`src/rtl/seq_det_pkg.sv`:
```
// Shared definitions for the 1001 sequence detector family and its consumers.
package seq_det_pkg;

    localparam int unsigned CNT_W_DEF      = 5;
    localparam int unsigned ID_W_DEF       = 8;
    localparam int unsigned RES_FIFO_DEPTH = 2;
    localparam int unsigned DROP_W         = 8;

    // Window phase: CLOSE is a zero-length phase decoded on the closing sample.
    typedef enum logic {
        ST_ACCUM = 1'b0,
        ST_CLOSE = 1'b1
    } win_state_e;

    // Per-window result at the family default widths.
    typedef struct packed {
        logic [ID_W_DEF-1:0]  win_id;
        logic [CNT_W_DEF-1:0] count;
    } match_res_t;

    // Saturating increment for the drop counter.
    function automatic logic [DROP_W-1:0] sat_inc_drop(input logic [DROP_W-1:0] v);
        return (v == {DROP_W{1'b1}}) ? v : v + DROP_W'(1);
    endfunction

endpackage

```
`src/rtl/seq_match_window_cnt_res_fifo2.sv`:
```
// Two-entry show-ahead result FIFO; the head is held in a register so the
// outputs carry no combinational path from push/pop.
module res_fifo2
    import seq_det_pkg::*;
#(
    parameter type T = match_res_t
) (
    input  logic clk,
    input  logic rst_n,
    input  logic i_push,
    input  T     i_data,
    input  logic i_pop,
    output T     o_data,
    output logic o_valid,
    output logic o_full,
    output logic o_empty
);

    localparam int unsigned OCC_W = $clog2(RES_FIFO_DEPTH + 1);
    localparam logic [OCC_W-1:0] OCC_FULL = OCC_W'(RES_FIFO_DEPTH);
    localparam logic [OCC_W-1:0] OCC_ONE  = OCC_W'(1);

    T                 r_head;
    T                 r_tail;
    logic [OCC_W-1:0] r_occ;
    logic             r_valid;
    logic             r_full;

    T                 w_head_nxt;
    T                 w_tail_nxt;
    logic [OCC_W-1:0] w_occ_nxt;
    logic             w_pop;
    logic             w_push;

    // Pop only a valid head; a push is accepted unless full with no pop.
    assign w_pop  = i_pop && r_valid;
    assign w_push = i_push && (!r_full || w_pop);

    // Next head/tail/occupancy for each push/pop combination.
    always_comb begin
        w_head_nxt = r_head;
        w_tail_nxt = r_tail;
        w_occ_nxt  = r_occ;
        case ({w_push, w_pop})
            2'b10: begin
                if (r_occ == '0) begin
                    w_head_nxt = i_data;
                end else begin
                    w_tail_nxt = i_data;
                end
                w_occ_nxt = r_occ + OCC_ONE;
            end
            2'b01: begin
                w_head_nxt = r_tail;
                w_occ_nxt  = r_occ - OCC_ONE;
            end
            2'b11: begin
                if (r_occ == OCC_ONE) begin
                    w_head_nxt = i_data;
                end else begin
                    w_head_nxt = r_tail;
                    w_tail_nxt = i_data;
                end
            end
            default: begin
            end
        endcase
    end

    // Storage and flag registers.
    always_ff @(posedge clk or negedge rst_n) begin
        if (!rst_n) begin
            r_head  <= '0;
            r_tail  <= '0;
            r_occ   <= '0;
            r_valid <= 1'b0;
            r_full  <= 1'b0;
        end else begin
            r_head  <= w_head_nxt;
            r_tail  <= w_tail_nxt;
            r_occ   <= w_occ_nxt;
            r_valid <= (w_occ_nxt != '0);
            r_full  <= (w_occ_nxt == OCC_FULL);
        end
    end

    assign o_data  = r_head;
    assign o_valid = r_valid;
    assign o_full  = r_full;
    assign o_empty = !r_valid;

endmodule

```
`src/rtl/seq_match_window_cnt.sv`:
```
// Counts detector match pulses over windows of WIN enabled samples and
// queues one {window id, count} result per window.
module seq_match_window_cnt
    import seq_det_pkg::*;
#(
    parameter int unsigned WIN   = 16,
    parameter int unsigned CNT_W = CNT_W_DEF,
    parameter int unsigned ID_W  = ID_W_DEF
) (
    input  logic              clk,
    input  logic              rst,
    input  logic              en,
    input  logic              z,
    output logic              out_valid,
    input  logic              out_ready,
    output logic [CNT_W-1:0]  out_count,
    output logic [ID_W-1:0]   out_win_id,
    output logic [DROP_W-1:0] drop_cnt
);

    localparam int unsigned IDX_W = $clog2(WIN);
    localparam logic [IDX_W-1:0] LAST_IDX = IDX_W'(WIN - 1);
    localparam logic [CNT_W-1:0] CNT_MAX  = {CNT_W{1'b1}};

    typedef struct packed {
        logic [ID_W-1:0]  win_id;
        logic [CNT_W-1:0] count;
    } res_t;

    logic [IDX_W-1:0]  r_bit_idx;
    logic [CNT_W-1:0]  r_acc;
    logic [ID_W-1:0]   r_win_id;
    logic [DROP_W-1:0] r_drop_cnt;

    win_state_e        w_state;
    logic [IDX_W-1:0]  w_bit_idx_nxt;
    logic [CNT_W-1:0]  w_acc_nxt;
    logic [ID_W-1:0]   w_win_id_nxt;
    logic [DROP_W-1:0] w_drop_cnt_nxt;
    logic [CNT_W-1:0]  w_acc_sum;
    logic              w_push;
    logic              w_pop;
    logic              w_full;
    logic              w_empty;
    logic              w_valid;
    logic              w_drop;
    res_t              w_res;
    res_t              w_head;

    // Accumulator plus the current sample, holding at the saturation value.
    assign w_acc_sum = (r_acc == CNT_MAX) ? r_acc : r_acc + CNT_W'(z);

    // CLOSE is decoded on the enabled sample that ends the window.
    assign w_state = (en && (r_bit_idx == LAST_IDX)) ? ST_CLOSE : ST_ACCUM;

    // Window next-state: accumulate, or emit the result and start a new window.
    always_comb begin
        w_bit_idx_nxt = r_bit_idx;
        w_acc_nxt     = r_acc;
        w_win_id_nxt  = r_win_id;
        w_push        = 1'b0;
        if (en) begin
            case (w_state)
                ST_ACCUM: begin
                    w_acc_nxt     = w_acc_sum;
                    w_bit_idx_nxt = r_bit_idx + IDX_W'(1);
                end
                ST_CLOSE: begin
                    w_push        = 1'b1;
                    w_acc_nxt     = '0;
                    w_bit_idx_nxt = '0;
                    w_win_id_nxt  = r_win_id + ID_W'(1);
                end
                default: begin
                end
            endcase
        end
    end

    assign w_res.win_id = r_win_id;
    assign w_res.count  = w_acc_sum;

    // A full FIFO only loses the result when the head is not leaving this cycle.
    assign w_pop  = !w_empty && out_ready;
    assign w_drop = w_push && w_full && !w_pop;

    // Drop counter next value.
    always_comb begin
        w_drop_cnt_nxt = r_drop_cnt;
        if (w_drop) begin
            w_drop_cnt_nxt = sat_inc_drop(r_drop_cnt);
        end
    end

    // Window and drop state registers.
    always_ff @(posedge clk or negedge rst) begin
        if (!rst) begin
            r_bit_idx  <= '0;
            r_acc      <= '0;
            r_win_id   <= '0;
            r_drop_cnt <= '0;
        end else begin
            r_bit_idx  <= w_bit_idx_nxt;
            r_acc      <= w_acc_nxt;
            r_win_id   <= w_win_id_nxt;
            r_drop_cnt <= w_drop_cnt_nxt;
        end
    end

    res_fifo2 #(
        .T (res_t)
    ) u_res_fifo (
        .clk     (clk),
        .rst_n   (rst),
        .i_push  (w_push),
        .i_data  (w_res),
        .i_pop   (w_pop),
        .o_data  (w_head),
        .o_valid (w_valid),
        .o_full  (w_full),
        .o_empty (w_empty)
    );

    assign out_valid  = w_valid;
    assign out_count  = w_head.count;
    assign out_win_id = w_head.win_id;
    assign drop_cnt   = r_drop_cnt;

endmodule

```
`config.mk`:
```
export PLATFORM = sky130hd
export DESIGN_NAME = seq_match_window_cnt
export DESIGN_NICKNAME = d
export VERILOG_FILES = /design/src/rtl/seq_det_pkg.sv /design/src/rtl/seq_match_window_cnt_res_fifo2.sv /design/src/rtl/seq_match_window_cnt.sv
export SDC_FILE = /design/constraint.sdc
export NUM_CORES = 1
export LEC_CHECK = 0
export ABC_AREA = 1
export BUFFER_PORTS_ARGS = -buffer_cell sky130_fd_sc_hd__buf_2
export CORE_ASPECT_RATIO = 0.6
export CORE_MARGIN = 2
export CORE_UTILIZATION = 55
export DETAILED_ROUTE_END_ITERATION = 8
export PLACE_DENSITY = 0.81
export SYNTH_ARGS = -nofsm -noshare
export SYNTH_HDL_FRONTEND = slang
export SYNTH_SLANG_ARGS = --single-unit
```
`constraint.sdc`:
```
create_clock -name clk -period 3.21 [get_ports clk]
set_input_delay 0.321 -clock clk [delete_from_list [all_inputs] [get_ports clk]]
set_output_delay 0.321 -clock clk [all_outputs]
set_load 0.02 [all_outputs]
```
==> results.txt <==
----------------------------------------------------
[Clock network]
  Number of buffers added by the clock tree synthesis step ... 5
  CTS clk-pin slew, worst paths ... ~0.090 ns
  Root Buffer ... sky130_fd_sc_hd__clkbuf_8
  H-tree level count ... 2
  Clock Latency Late Sink ... 0.32 ns
  Buffers from clock root to sink, at most ... 2
  Clock sinks ... 55
  TritonCTS clock tree ... built

[Logic synthesis]
  Synth unique cells ... 29
  Cell type with the largest total area after synthesis ... sky130_fd_sc_hd__dfrtp_1
  Proportion of synthesized chip area in sequential cells ... a little under 50%
  Area share of the largest cell type after synthesis ... ~49%
  Post-synthesis average cell area ... between 8 and 9 µm²
  Simple-Gate Fraction of Synth Area ... about 25%
  Count of flip-flops with a built-in enable after synthesis ... 0
  Xor and xnor fraction of the mapped netlist area ... 3.40%
  Count of warnings emitted by yosys ... 0
  Register bit total from synthesis ... 55
  Net count of the mapped netlist ... 351
  Total standard cell area after synthesis ... around 2800 µm²
  Multiplexer share of the synthesized area ... 0%
  Share of the synthesized area in compound gates (AO/OA/AOI/OAI) ... under 10%
  Main synth FF type ... sky130_fd_sc_hd__dfrtp_1
  Synth Area in Adders ... 4.86%
  Ranking of synthesized cells by area ... sky130_fd_sc_hd__dfrtp_1 49%, sky130_fd_sc_hd__nand2_1 12%, sky130_fd_sc_hd__inv_1 5.0%, sky130_fd_sc_hd__ha_1 4.9%, sky130_fd_sc_hd__nor2_1 4.1%
  Largest family of logic cells by synthesized area ... simple AND/OR/NAND/NOR gates
  Share of flip-flops with an asynchronous set or reset ... 100%
  Number of instances in the synthesized netlist ... around 340

[Final layout]
  Most used cells in the layout excluding fill and tap cells ... 92 x sky130_fd_sc_hd__nand2_1, 55 x sky130_fd_sc_hd__dfrtp_1, 38 x sky130_fd_sc_hd__inv_1, 31 x sky130_fd_sc_hd__nor2_1, 26 x sky130_fd_sc_hd__buf_2
  Share of layout cells above drive strength 1 ... roughly 15%
  Layout-stage area growth over the synthesis result ... 9.64%
  Area occupied by multi-input gates ... about 1200 µm²
  Fillers ... about 450
  Most common cell after layout, fill and taps aside ... sky130_fd_sc_hd__nand2_1
  Area taken by flip-flops and latches ... approximately 1400 µm²
  Design Area, Final ... ~3100 µm²
  Antenna diode count ... 0
  Post-layout nets ... 377

[STA]
  Final number of setup-violating endpoints ... 0
  Unrepaired setup endpoints after global routing ... no
  Worst-margin pin slew ... a little under 0.6 ns
  Maximum frequency from static timing analysis ... 0.420 GHz
  Slew headroom ... about three fifths
  Slew Limit Fails ... 0
  Final Hold Vio Count ... 0
  Final cycle utilization of the critical path ... between 70% and 80%
  Summed negative setup slack over all endpoints ... 0 ns
  Max Clock Skew ... just over 0.01 ns
  Clock period minus final worst setup slack ... 2.38 ns

[Drt]
  Final ANT Viol Nets ... 0
  DR pass1 iterations ... 5
  Drt wl/cell ... roughly 13 µm
  Detailed Route WL ... between 5 and 6 mm
  Via count normalized by instance count ... around 5.3
  Via count ... between 2000 and 2500
  First-iteration detailed-routing DRC count ... ~190
  Residual DRC ... 0

[Flow run]
  Max-capacitance violation count ... 0

[Setup path]
  Cell class contributing the biggest share of worst-path delay ... compound AO/OA/AOI/OAI gates
  Critical Path End Type ... flip-flop
  WP data required ... around 3.5 ns
  CP peak stage delay ... 0.47 ns
  Arrival time at the worst endpoint ... about 2.6 ns
  Buf/Inv on CP ... 2
  Cell chain of the critical path ... ha_1, nand3_4, nor2_8, inv_2, nor2_1, ha_1, inv_1, o21bai_2, a21oi_1, a21oi_1
  Critical path peak fanout ... 13
  Critical-path cell with the highest stage delay ... sky130_fd_sc_hd__o21bai_2
  Critical Path Source Type ... flip-flop
  FF-to-FF setup slack ... 0.83 ns
  Setup CP Type ... flip-flop to flip-flop

[Placement]
  Placed wire-length estimate ... about 3.9 mm
  Routability cong. ... 0.846
  Number of I/O port buffers ... 26
  Placement-stage cell area ... about 3000 µm²

[Floorplanning]
  Die height ... between 50 and 60 µm
  Area of the core region ... around 5000 µm²
  Initial cell density of the core ... 56.5%
  Boundary pin count ... 27
  Die footprint ... approximately 5800 µm²
  Overall die width ... around 97 µm
  Number of placement rows ... 20

[Global route]
  Overall global routing resource usage ... between 20% and 30%
  Largest net degree at the start of global routing ... 48
  Global-route congestion overflow total ... 0
  Number of global-route vias before repair ... between 1500 and 2000
  First-pass GRT wire length ... a little under 10 mm
  Number of antenna violations at the first check in global routing ... 0

[Power]
  Peak supply drop ... 0.000386 V
  LEAKAGE ... 1.66 nW
  Pwr per Cell Area ... 814 nW/µm²
  Overall power of the completed layout ... between 2 and 3 mW

[Run status]
  Result of the run ... finished clean

[Worst hold path]
  Type of the tightest min-delay check ... input pin to flip-flop

----------------------------------------------------
==> cell type report <==
| cell class | instances | area share [%] |
|---|---|---|
| Clock buffer | 5 | 2.22 |
| Clock inverter | 3 | 1.41 |
| Inverter | 44 | 5.32 |
| Multi-Input combinational cell | 226 | 39.0 |
| Sequential cell | 55 | 44.4 |
| Tap cell | 66 | 2.66 |
| Timing Repair Buffer | 29 | 5.00 |
==> worst min-delay path, cell delays in order <==
cell and delay (ns):
sky130_fd_sc_hd__buf_2 0.17, sky130_fd_sc_hd__nand2_1 0.08, sky130_fd_sc_hd__nand2_1 0.05
==> sequential cells by signal (all words and copies together) (netlist names) <==
name,flops
u_res_fifo.o_full,1
u_res_fifo.r_tail,13
u_res_fifo.o_valid,1
u_res_fifo.r_occ,2
r_win_id,8
r_bit_idx,4
u_res_fifo.o_data,13
r_acc,5
drop_cnt,8
==> worst paths after layout <==
check / cells after the start / from / end
setup / recovery: 10 / r_bit_idx[0]$_DFFE_PN0P_ / u_res_fifo.o_data[4]$_DFFE_PN0P_
hold / removal: 3 / en / r_bit_idx[1]$_DFFE_PN0P_
setup reg to reg: 10 / r_bit_idx[0]$_DFFE_PN0P_ / u_res_fifo.o_data[4]$_DFFE_PN0P_
hold reg to reg: 2 / u_res_fifo.r_tail[9]$_DFFE_PN0P_ / u_res_fifo.r_tail[9]$_DFFE_PN0P_
max in group asynchronous: 3 / rst / u_res_fifo.r_occ[0]$_DFF_PN0_
min in group asynchronous: 2 / rst / u_res_fifo.o_data[10]$_DFFE_PN0P_
==> cells in the mapped netlist, types with 2 or more instances <==
library cell,instances
sky130_fd_sc_hd__xnor2_1,5
sky130_fd_sc_hd__nand3_1,21
sky130_fd_sc_hd__buf_2,5
sky130_fd_sc_hd__dfrtp_1,55
sky130_fd_sc_hd__buf_4,2
sky130_fd_sc_hd__nand2_1,92
sky130_fd_sc_hd__o21ai_1,3
sky130_fd_sc_hd__nand3_4,2
sky130_fd_sc_hd__xor2_1,6
sky130_fd_sc_hd__nor2_1,31
sky130_fd_sc_hd__o211ai_1,2
sky130_fd_sc_hd__inv_2,6
sky130_fd_sc_hd__buf_6,2
sky130_fd_sc_hd__nand2_4,2
sky130_fd_sc_hd__inv_1,38
sky130_fd_sc_hd__o21ai_0,13
sky130_fd_sc_hd__ha_1,11
sky130_fd_sc_hd__a31oi_1,7
sky130_fd_sc_hd__a21oi_1,17
sky130_fd_sc_hd__nand4_1,6
==> kinds of logic after synthesis <==
kind of cell / Yosys count
XOR/XNOR: 11
flip-flops: 55
AND/OR/NAND/NOR: 158
adder cells (fa/ha/maj): 11
buffers and inverters: 54
AO/OA/AOI/OAI: 46
==> power breakdown <==
part	total, mW	internal (mW)	leakage [nW]	switching [mW]
Clock	0.465	0.233	0.0581	0.233
Sequential	1.12	0.937	0.657	0.183
Combinational	0.940	0.324	0.942	0.617
==> metrics by stage <==
step                utilization [%]  setup WS, ns  hold WS, ns  instances
floorplan                         -          1.29       0.0254        335
global placement               59.6         0.987        0.174        419
detailed placement             59.6         0.881        0.178        419
CTS                            62.0         0.859        0.324        428
global route                   62.0         0.558        0.343        428
finish                         62.0         0.828        0.333        428
==> what timing repair did <==
action | CTS | global route
resized for setup | 0 | 0
endpoints found under the hold margin | 8 | 0
buffers inserted | 0 | 0
hold buffers | 1 | 0
==> per-layer routing <==
metal	wire length, µm	vias to the layer above	GRT usage, %
met3	441	14	4.36
met2	2270	93	30.1
met4	93	0	6.64
li1	-	1117	-
met1	2820	1042	32.5
met5	0	-	0
Note: power is estimated with default switching activity, not from simulation.
